**src/rtl/pc_sequencer_if.sv**
```systemverilog
// pc_sequencer handshake bundle: decode/hazard requests in, PC-select controls out.
// The master drives the requests; the slave is the sequencer itself.
interface pc_sequencer_if;
  logic        stall_i;
  logic        jump_i;
  logic        call_i;
  logic        return_i;
  logic [15:0] jump_target_i;
  logic        branch_taken_i;
  logic [15:0] branch_target_i;
  logic [15:0] pc_id_i;
  logic [1:0]  PCsrc;
  logic [15:0] j_target_o;
  logic [15:0] i_target_o;
  logic [15:0] ret_addr_o;
  logic        pc_write_en;
  logic        flush_ifid;
  logic        flush_idex;
  logic        ras_overflow;
  logic        ras_underflow;
  logic [1:0]  state_o;

  modport master (
    output stall_i, jump_i, call_i, return_i,
    output jump_target_i, branch_taken_i,
    output branch_target_i, pc_id_i,
    input  PCsrc, j_target_o, i_target_o,
    input  ret_addr_o, pc_write_en,
    input  flush_ifid, flush_idex,
    input  ras_overflow, ras_underflow,
    input  state_o
  );

  modport slave (
    input  stall_i, jump_i, call_i, return_i,
    input  jump_target_i, branch_taken_i,
    input  branch_target_i, pc_id_i,
    output PCsrc, j_target_o, i_target_o,
    output ret_addr_o, pc_write_en,
    output flush_ifid, flush_idex,
    output ras_overflow, ras_underflow,
    output state_o
  );
endinterface

```
**src/rtl/pc_sequencer.sv**
```systemverilog
// Next-PC select, flush/stall control and circular return-address stack.
// Branch in EX outranks stall, which outranks jump/return from ID.
module pc_sequencer #(
  parameter int DEPTH = 8,
  parameter int PTR_W = 3
) (
  input  logic           clk,
  input  logic           reset,
  pc_sequencer_if.slave  sq
);

  typedef enum logic [1:0] {
    BOOT  = 2'b00,
    RUN   = 2'b01,
    REDIR = 2'b10
  } state_e;

  localparam logic [PTR_W:0] FULL = (PTR_W+1)'(DEPTH);

  state_e             state_q, state_d;
  logic [15:0]        ras_q [DEPTH];
  logic [15:0]        ras_d [DEPTH];
  logic [PTR_W-1:0]   top_q, top_d;
  logic [PTR_W:0]     cnt_q, cnt_d;
  logic               ovf_q, ovf_d;
  logic               unf_q, unf_d;

  logic [1:0]         pcsrc;
  logic               we, f_ifid, f_idex;
  logic               push, pop;
  logic [15:0]        push_val;

  assign push_val = sq.pc_id_i + 16'd2;

  always_comb begin
    pcsrc   = 2'b00;
    we      = 1'b1;
    f_ifid  = 1'b0;
    f_idex  = 1'b0;
    push    = 1'b0;
    pop     = 1'b0;
    state_d = RUN;
    if (reset) begin
      we      = 1'b0;
      f_ifid  = 1'b1;
      f_idex  = 1'b1;
      state_d = BOOT;
    end else if (state_q == BOOT) begin
      we      = 1'b0;
      f_ifid  = 1'b1;
      f_idex  = 1'b1;
    end else if (sq.branch_taken_i) begin
      pcsrc   = 2'b10;
      f_ifid  = 1'b1;
      f_idex  = 1'b1;
      state_d = REDIR;
    end else if (sq.stall_i) begin
      we      = 1'b0;
      f_idex  = 1'b1;
    end else if (state_q == RUN && sq.jump_i) begin
      pcsrc   = 2'b01;
      f_ifid  = 1'b1;
      push    = sq.call_i;
    end else if (state_q == RUN && sq.return_i) begin
      pcsrc   = 2'b11;
      f_ifid  = 1'b1;
      pop     = 1'b1;
    end
  end

  // Full-stack push overwrites the oldest entry; empty pop leaves the stack alone.
  always_comb begin
    ras_d = ras_q;
    top_d = top_q;
    cnt_d = cnt_q;
    ovf_d = ovf_q;
    unf_d = unf_q;
    if (push) begin
      top_d        = top_q + 1'b1;
      ras_d[top_d] = push_val;
      if (cnt_q == FULL) ovf_d = 1'b1;
      else               cnt_d = cnt_q + 1'b1;
    end else if (pop) begin
      if (cnt_q == '0) begin
        unf_d = 1'b1;
      end else begin
        top_d = top_q - 1'b1;
        cnt_d = cnt_q - 1'b1;
      end
    end
  end

  always_ff @(posedge clk) begin
    if (reset) begin
      state_q <= BOOT;
      top_q   <= '0;
      cnt_q   <= '0;
      ovf_q   <= 1'b0;
      unf_q   <= 1'b0;
      for (int i = 0; i < DEPTH; i++) ras_q[i] <= '0;
    end else begin
      state_q <= state_d;
      top_q   <= top_d;
      cnt_q   <= cnt_d;
      ovf_q   <= ovf_d;
      unf_q   <= unf_d;
      ras_q   <= ras_d;
    end
  end

  assign sq.PCsrc         = pcsrc;
  assign sq.pc_write_en   = we;
  assign sq.flush_ifid    = f_ifid;
  assign sq.flush_idex    = f_idex;
  assign sq.j_target_o    = sq.jump_target_i;
  assign sq.i_target_o    = sq.branch_target_i;
  assign sq.ret_addr_o    = (cnt_q == '0) ? 16'h0000 : ras_q[top_q];
  assign sq.ras_overflow  = ovf_q;
  assign sq.ras_underflow = unf_q;
  assign sq.state_o       = state_q;

endmodule

```
**src/flat_wrapper.sv**
```systemverilog
// flat-port wrapper written by rule: the top's interface ports become plain ports
module pc_sequencer_flat 
#(
  parameter int DEPTH = 8,
  parameter int PTR_W = 3
)
  (clk, reset, sq_stall_i, sq_jump_i, sq_call_i, sq_return_i, sq_jump_target_i, sq_branch_taken_i, sq_branch_target_i, sq_pc_id_i, sq_PCsrc, sq_j_target_o, sq_i_target_o, sq_ret_addr_o, sq_pc_write_en, sq_flush_ifid, sq_flush_idex, sq_ras_overflow, sq_ras_underflow, sq_state_o);
  pc_sequencer_if sq_i ();
  input  logic clk;
  input  logic reset;
  input wire logic [$bits(sq_i.stall_i)-1:0] sq_stall_i;
  input wire logic [$bits(sq_i.jump_i)-1:0] sq_jump_i;
  input wire logic [$bits(sq_i.call_i)-1:0] sq_call_i;
  input wire logic [$bits(sq_i.return_i)-1:0] sq_return_i;
  input wire logic [$bits(sq_i.jump_target_i)-1:0] sq_jump_target_i;
  input wire logic [$bits(sq_i.branch_taken_i)-1:0] sq_branch_taken_i;
  input wire logic [$bits(sq_i.branch_target_i)-1:0] sq_branch_target_i;
  input wire logic [$bits(sq_i.pc_id_i)-1:0] sq_pc_id_i;
  output wire logic [$bits(sq_i.PCsrc)-1:0] sq_PCsrc;
  output wire logic [$bits(sq_i.j_target_o)-1:0] sq_j_target_o;
  output wire logic [$bits(sq_i.i_target_o)-1:0] sq_i_target_o;
  output wire logic [$bits(sq_i.ret_addr_o)-1:0] sq_ret_addr_o;
  output wire logic [$bits(sq_i.pc_write_en)-1:0] sq_pc_write_en;
  output wire logic [$bits(sq_i.flush_ifid)-1:0] sq_flush_ifid;
  output wire logic [$bits(sq_i.flush_idex)-1:0] sq_flush_idex;
  output wire logic [$bits(sq_i.ras_overflow)-1:0] sq_ras_overflow;
  output wire logic [$bits(sq_i.ras_underflow)-1:0] sq_ras_underflow;
  output wire logic [$bits(sq_i.state_o)-1:0] sq_state_o;
  assign sq_i.stall_i = sq_stall_i;
  assign sq_i.jump_i = sq_jump_i;
  assign sq_i.call_i = sq_call_i;
  assign sq_i.return_i = sq_return_i;
  assign sq_i.jump_target_i = sq_jump_target_i;
  assign sq_i.branch_taken_i = sq_branch_taken_i;
  assign sq_i.branch_target_i = sq_branch_target_i;
  assign sq_i.pc_id_i = sq_pc_id_i;
  assign sq_PCsrc = sq_i.PCsrc;
  assign sq_j_target_o = sq_i.j_target_o;
  assign sq_i_target_o = sq_i.i_target_o;
  assign sq_ret_addr_o = sq_i.ret_addr_o;
  assign sq_pc_write_en = sq_i.pc_write_en;
  assign sq_flush_ifid = sq_i.flush_ifid;
  assign sq_flush_idex = sq_i.flush_idex;
  assign sq_ras_overflow = sq_i.ras_overflow;
  assign sq_ras_underflow = sq_i.ras_underflow;
  assign sq_state_o = sq_i.state_o;
  pc_sequencer #(.DEPTH(DEPTH), .PTR_W(PTR_W)) u_core (.clk(clk), .reset(reset), .sq(sq_i));
endmodule
```
**config.mk**
```make
export PLATFORM = sky130hd
export DESIGN_NAME = pc_sequencer_flat
export DESIGN_NICKNAME = d
export VERILOG_FILES = /design/src/rtl/pc_sequencer_if.sv /design/src/rtl/pc_sequencer.sv /design/src/flat_wrapper.sv
export SDC_FILE = /design/constraint.sdc
export NUM_CORES = 1
export LEC_CHECK = 0
export CAP_MARGIN = 10
export CORE_MARGIN = 1
export CORE_UTILIZATION = 53
export DETAILED_ROUTE_END_ITERATION = 12
export HOLD_SLACK_MARGIN = 0.03
export PLACE_DENSITY = 0.77
export SLEW_MARGIN = 20
export SYNTH_ARGS = -nofsm -noshare
export SYNTH_HDL_FRONTEND = slang
export SYNTH_SLANG_ARGS = --single-unit
```
**constraint.sdc**
```tcl
create_clock -name clk -period 3 [get_ports clk]
set_input_delay 0.6 -clock clk [delete_from_list [all_inputs] [get_ports clk]]
set_output_delay 0.6 -clock clk [all_outputs]
set_load 0.01 [all_outputs]
```
-- Word-level counts from Yosys, hierarchy flattened
Index checks and enable logic that the tools add are counted.
- register bits after elaboration: 139
- output and inout bits: 57
- add/subtract/negate cells: 5
- magnitude comparators: 3
- equality and inequality tests: 4
- muxes and demuxes: 46
- bitwise gates (word level): 3
- reduce and logical (&&, ||, !) cells: 11
- operators by type and width (cell ; count):
    bitwise mux 128 bit ; 1
    two-way mux 16 bit ; 4
    binary-select mux 16 bit (select 3 bit) ; 1
    demux 16 bit (select 3 bit) ; 1
    two-way mux 1 bit ; 25
    adder 16 x 2 -> 16 bit (second input constant) ; 1
    two-way mux 4 bit ; 4
    two-way mux 2 bit ; 7
    two-way mux 3 bit ; 3
    >= comparator 4 bit (second input constant) ; 2
    NOT 3 -> 4 bit ; 2
    AND reduction 3 bit ; 2
    adder 4 x 1 -> 4 bit (second input constant) ; 1
    == test 4 bit (second input constant) ; 1
    logical NOT 4 bit ; 1
    < comparator 4 x 1 -> 1 bit (second input constant) ; 1
    AND reduction 2 bit ; 2
    subtractor 4 x 1 -> 4 bit (second input constant) ; 1
    adder 3 x 1 -> 3 bit (second input constant) ; 1
    logical AND 1 bit ; 3
    subtractor 3 x 1 -> 3 bit (second input constant) ; 1
    == test 2 x 1 -> 1 bit (second input constant) ; 1
    logical NOT 2 bit ; 1
    != test 2 x 1 -> 1 bit (second input constant) ; 1
    4 further kinds ; 4

-- Longest topological paths before layout
- depth in word-level cells: 10
- depth in mapped cells: 11
- depth with buffers taken out: 9

-- Worst setup path after synthesis
OpenSTA, ideal clock, no wires.
- kind: input to register
- from: input reset
- to: register u_core.cnt_q[3]
- library setup time: 0.070 ns
- arrival: 2.570 ns
- data required time: 2.930 ns
- path slack: 0.360 ns
- cell stages on the path: 11
- buffers on the path: 2
- cell sequence: buf_2 nor4_4 and4_1 buf_2 inv_1 ha_1 a21o_1 a21oi_1 xnor2_1 or3_1 a21oi_1
- cells in the longest elaborated chain, start to end: 3
- elaborated cells between the ends (all ways): 7
- classes of those cells: eq/ne: 2; mux: 3; reduce/logical: 2
- RTL lines (item ; RTL line ; text):
    start: declaration ; flat_wrapper.sv:10 ; input logic reset;
    two-way mux 1 bit ; pc_sequencer.sv:43 ; if (reset) begin
    != test 2 bit (no source line) (tied with other cells) ; -- ;
    AND reduction 3 bit (no source line) ; -- ;
    end signal: assignment ; pc_sequencer.sv:104 ; cnt_q <= cnt_d;
    end: declaration ; pc_sequencer.sv:24 ; logic [PTR_W:0] cnt_q, cnt_d;
Several ways; a longest one is shown, not always the timed one.
A chain may end at the register's enable or synchronous reset.

-- Worst setup path after layout
- from: input sq_stall_i
- to: output sq_PCsrc[0]
- cells in the longest elaborated chain, start to end: 4
- RTL lines (item ; RTL line ; text):
    start: declaration ; flat_wrapper.sv:11 ; input wire logic [$bits(sq_i.stall_i)-1:0] sq_stall_i;
    two-way mux 2 bit ; pc_sequencer.sv:57 ; end else if (sq.stall_i) begin
    two-way mux 2 bit ; pc_sequencer.sv:52 ; end else if (sq.branch_taken_i) begin
    two-way mux 2 bit ; pc_sequencer.sv:48 ; end else if (state_q == BOOT) begin
    two-way mux 2 bit ; pc_sequencer.sv:43 ;
    end: declaration ; flat_wrapper.sv:19 ; output wire logic [$bits(sq_i.PCsrc)-1:0] sq_PCsrc;
No other way between the ends.

==> impl_metrics.csv <==
group,metric,value,unit
outcome,status,"finished, final reports clean",
timing,fin_crit,2878,ps
die,row_count,39,
timing,worst_slew_pin_slew,897.4,ps
cells_and_area,syn_to_final_growth,16.69,%
clock_tree,root_buffer,"clkbuf_16",
synth,synthTopCellsByArea,"dfxtp_1 (43%), a211oi_1 (12%), mux4_2 (11%)",
drt,drtIter0Drc,268,
clock_tree,htreeDepth,4,
timing,max_slew_margin,40.17,%
timing,fin_crit_sh,95.94,%
die,dieArea,0.01266,sq mm
cells_and_area,seq_area,0.002785,sq mm
grt,grt_use_total,25.14,%
cells_and_area,layout.nets,740,
critical_path,worstReg2RegStart,"u_core.top_q[0]",
drt,drc,0,
critical_path,setup.worst_path.end,"sq_PCsrc[0]",
power,leakage,2.360,nW
drt,ant_nets,0,
cells_and_area,final_common_cell,"nor2_1",
critical_path,r2r-end,"u_core.ras_q[6]",
timing,setup_viol,0,
grt,grt_max_degree,90,
critical_path,cp.arrival,2280,ps
critical_path,end_kind,"primary output",
critical_path,r2r_slack,530,ps
critical_path,critPathLaunch,"sq_stall_i",
die,core,0.01166,sq mm
placed_design,dpl-instance-area,0.006948,sq mm
clock_tree,clk_latency,420,ps
cells_and_area,layout_common_cells,"nor2_1 (161), dfxtp_1 (137), a211oi_1 (104), clkdlybuf4s50_1 (46), mux2i_1 (37)",
drt,wl,15100,um
synth,synth.distinct_cells,37,
timing,drv_slew,0,
power,powerDensity,545.3,mW/mm^2
power,peakVddDrop,0.3558,mV
clock_tree,clock-sinks,139,
hold_path,hold_path_class,"flip-flop to flip-flop",
grt,grt_pass1_vias,4997,
timing,rsz0062_at_grt,"false",
clock_tree,hold_buffers,0,
synth,yosysWarnings,0,
synth,avgSynthCellArea,9.702,sq um
placed_design,hpwl,9660,um
synth,syn_inst,667,
placed_design,gp_congestion,0.7979,
placed_design,io_buffers,47,
grt,grt_pass1_wl,24780,um
synth,synth_seq_cells,139,
grt,overflow,0,
drt,vias_per_cell,6.060,
critical_path,start_kind,"input port",
cells_and_area,multiInputGateArea,0.003192,sq mm
cells_and_area,final_cell_area,0.007551,sq mm
power,p_sw_share,22.37,%
synth,ys_seq_area_share,43.00,%
power,power_frac_seq,45.1,%
synth,synth_top_area_share,43.00,%
job,drv_cap,0,
critical_path,rr_worst_depth,8,
die,start_util,55.49,%
clock_tree,clkTransAtPathRegs,60,ps
timing,hold_violations,0,
clock_tree,clk_path_buf_depth,2,
power,power.share.clock,50.5,%
power,p_int,3.197,mW
die,die_x,112.5,um
power,pwr-share-comb,4.4,%
drt,first_pass_iters,5,
timing,fmax,0.3474,GHz
die,ios,112,
die,die_height,112.5,um
synth,syn_nets,728,
drt,avgRoutedWirePerCell,18.08,um
clock_tree,cts_buffers,17,
power,switchingPower,921.0,uW
critical_path,worstPathRequired,2400,ps
grt,antenna_found_initial,0,
clock_tree,cts_setup_buffers,0,
cells_and_area,antenna_cells,0,
timing,finClkSkew,6.258,ps
cells_and_area,drive_above_1_share,16.18,%
clock_tree,cts_tree,"done",
synth,syn_area,0.006471,sq mm
timing,finalSetupTns,0,ps
cells_and_area,filler_cell_count,867,
synth,synth_top_cell_by_area,"dfxtp_1",
drt,vias,5060,
critical_path,path_class,"input port to primary output",
critical_path,cp_max_fo,5,
-- worst max-delay path: stages --
cell and delay (ps):
clkdlybuf4s50_1 500, nor4_4 260, buf_4 170, nand2_1 60, nor2_1 120, clkdlybuf4s50_1 560
-- cell families after synthesis --
family / after synthesis / share of synthesized area [%]
AO/OA/AOI/OAI: 127 / 14.06
XOR/XNOR: 20 / 2.707
adder cells (fa/ha/maj): 6 / 1.276
buffers and inverters: 93 / 8.237
flip-flops: 139 / 43.00
multiplexers: 69 / 16.86
AND/OR/NAND/NOR: 213 / 13.86
-- layout make-up --
| class | instances | share of cell area [%] |
|---|---|---|
| clock buffers | 20 | 6.048 |
| flip-flops and latches | 139 | 36.88 |
| repair buffers | 81 | 10.34 |
| multi-input cells | 435 | 42.27 |
| clock inverters | 12 | 1.839 |
| well taps | 143 | 2.370 |
| inverters | 5 | 0.2486 |
-- worst min-delay path by stage --
stage                            start                       to  cells after the start
2_1_floorplan         u_core.ras_q[89]         u_core.ras_q[89]                      2
3_3_place_gp          u_core.ras_q[89]         u_core.ras_q[89]                      2
3_5_place_dp   u_core.sq.ras_underflow  u_core.sq.ras_underflow                      2
4_1_cts                u_core.ras_q[9]          u_core.ras_q[9]                      2
5_1_grt        u_core.sq.ras_underflow  u_core.sq.ras_underflow                      2
6_report       u_core.sq.ras_underflow  u_core.sq.ras_underflow                      2
-- synthesized netlist by cell type --
cell type / count
nor2_1: 165
dfxtp_1: 139
a211oi_1: 104
buf_4: 41
mux2i_1: 37
mux4_2: 32
buf_2: 24
clkbuf_1: 21
nand2_1: 13
a21oi_1: 11
xnor2_1: 10
xor2_1: 10
nand3_1: 7
nor3_1: 7
o21ai_0: 6
or3_1: 6
ha_1: 5
inv_1: 5
and4_1: 3
buf_1: 2
nand4_1: 2
or2_2: 2
a21o_1: 1
a31oi_1: 1
a32oi_1: 1
and2_1: 1
and3_1: 1
fa_1: 1
nand2b_1: 1
nand4b_1: 1
nor2b_1: 1
nor4_1: 1
nor4_4: 1
nor4b_1: 1
o21a_1: 1
o22ai_1: 1
o31ai_1: 1
-- flip-flops by register name, summed over array words and instances, names as in the netlist --
| register | flops |
|---|---|
| u_core.sq.state_o | 2 |
| u_core.sq.ras_overflow | 1 |
| u_core.top_q | 3 |
| u_core.sq.ras_underflow | 1 |
| u_core.ras_q | 128 |
| u_core.cnt_q | 4 |
-- metrics by stage --
stage / cells / worst slack (ps) / util (%) / hold WS [ps] / power, mW
finish: 835 / 121.7 / 64.75 / 473.2 / 4.118
CTS: 835 / 51.84 / 64.68 / 479.3 / 4.133
global route: 835 / 22.95 / 64.75 / 500.3 / 4.236
global placement: 803 / 113.9 / 59.58 / 460.2 / 2.071
detailed placement: 803 / 23.35 / 59.58 / 464.5 / 2.076
floorplan: 667 / 359.6 / - / 450.5 / 2.034
-- layer usage --
metal	wire length (um)	vias to the layer above	part of all wire (%)	global-route usage, %
li1	-	2387	-	-
met1	6197	2437	41	30.54
met2	7527	185	50	42.98
met3	969	51	6.4	4.860
met4	403	0	2.7	12.09
met5	0	-	0	0
-- repair_timing --
item	4_1_cts	5_1_grt
setup endpoints to repair	0	2
resized for setup	0	2
hold endpoints to repair	0	0
-- power by group through the flow --
stage	Clock [mW]	Combinational [mW]	Sequential [mW]
6_report	2.08	0.183	1.86
3_3_place_gp	0	0.174	1.90
2_1_floorplan	0	0.138	1.90
5_1_grt	2.18	0.196	1.86
4_1_cts	2.10	0.181	1.86
3_5_place_dp	0	0.179	1.90
(Power assumes the default switching activity.)
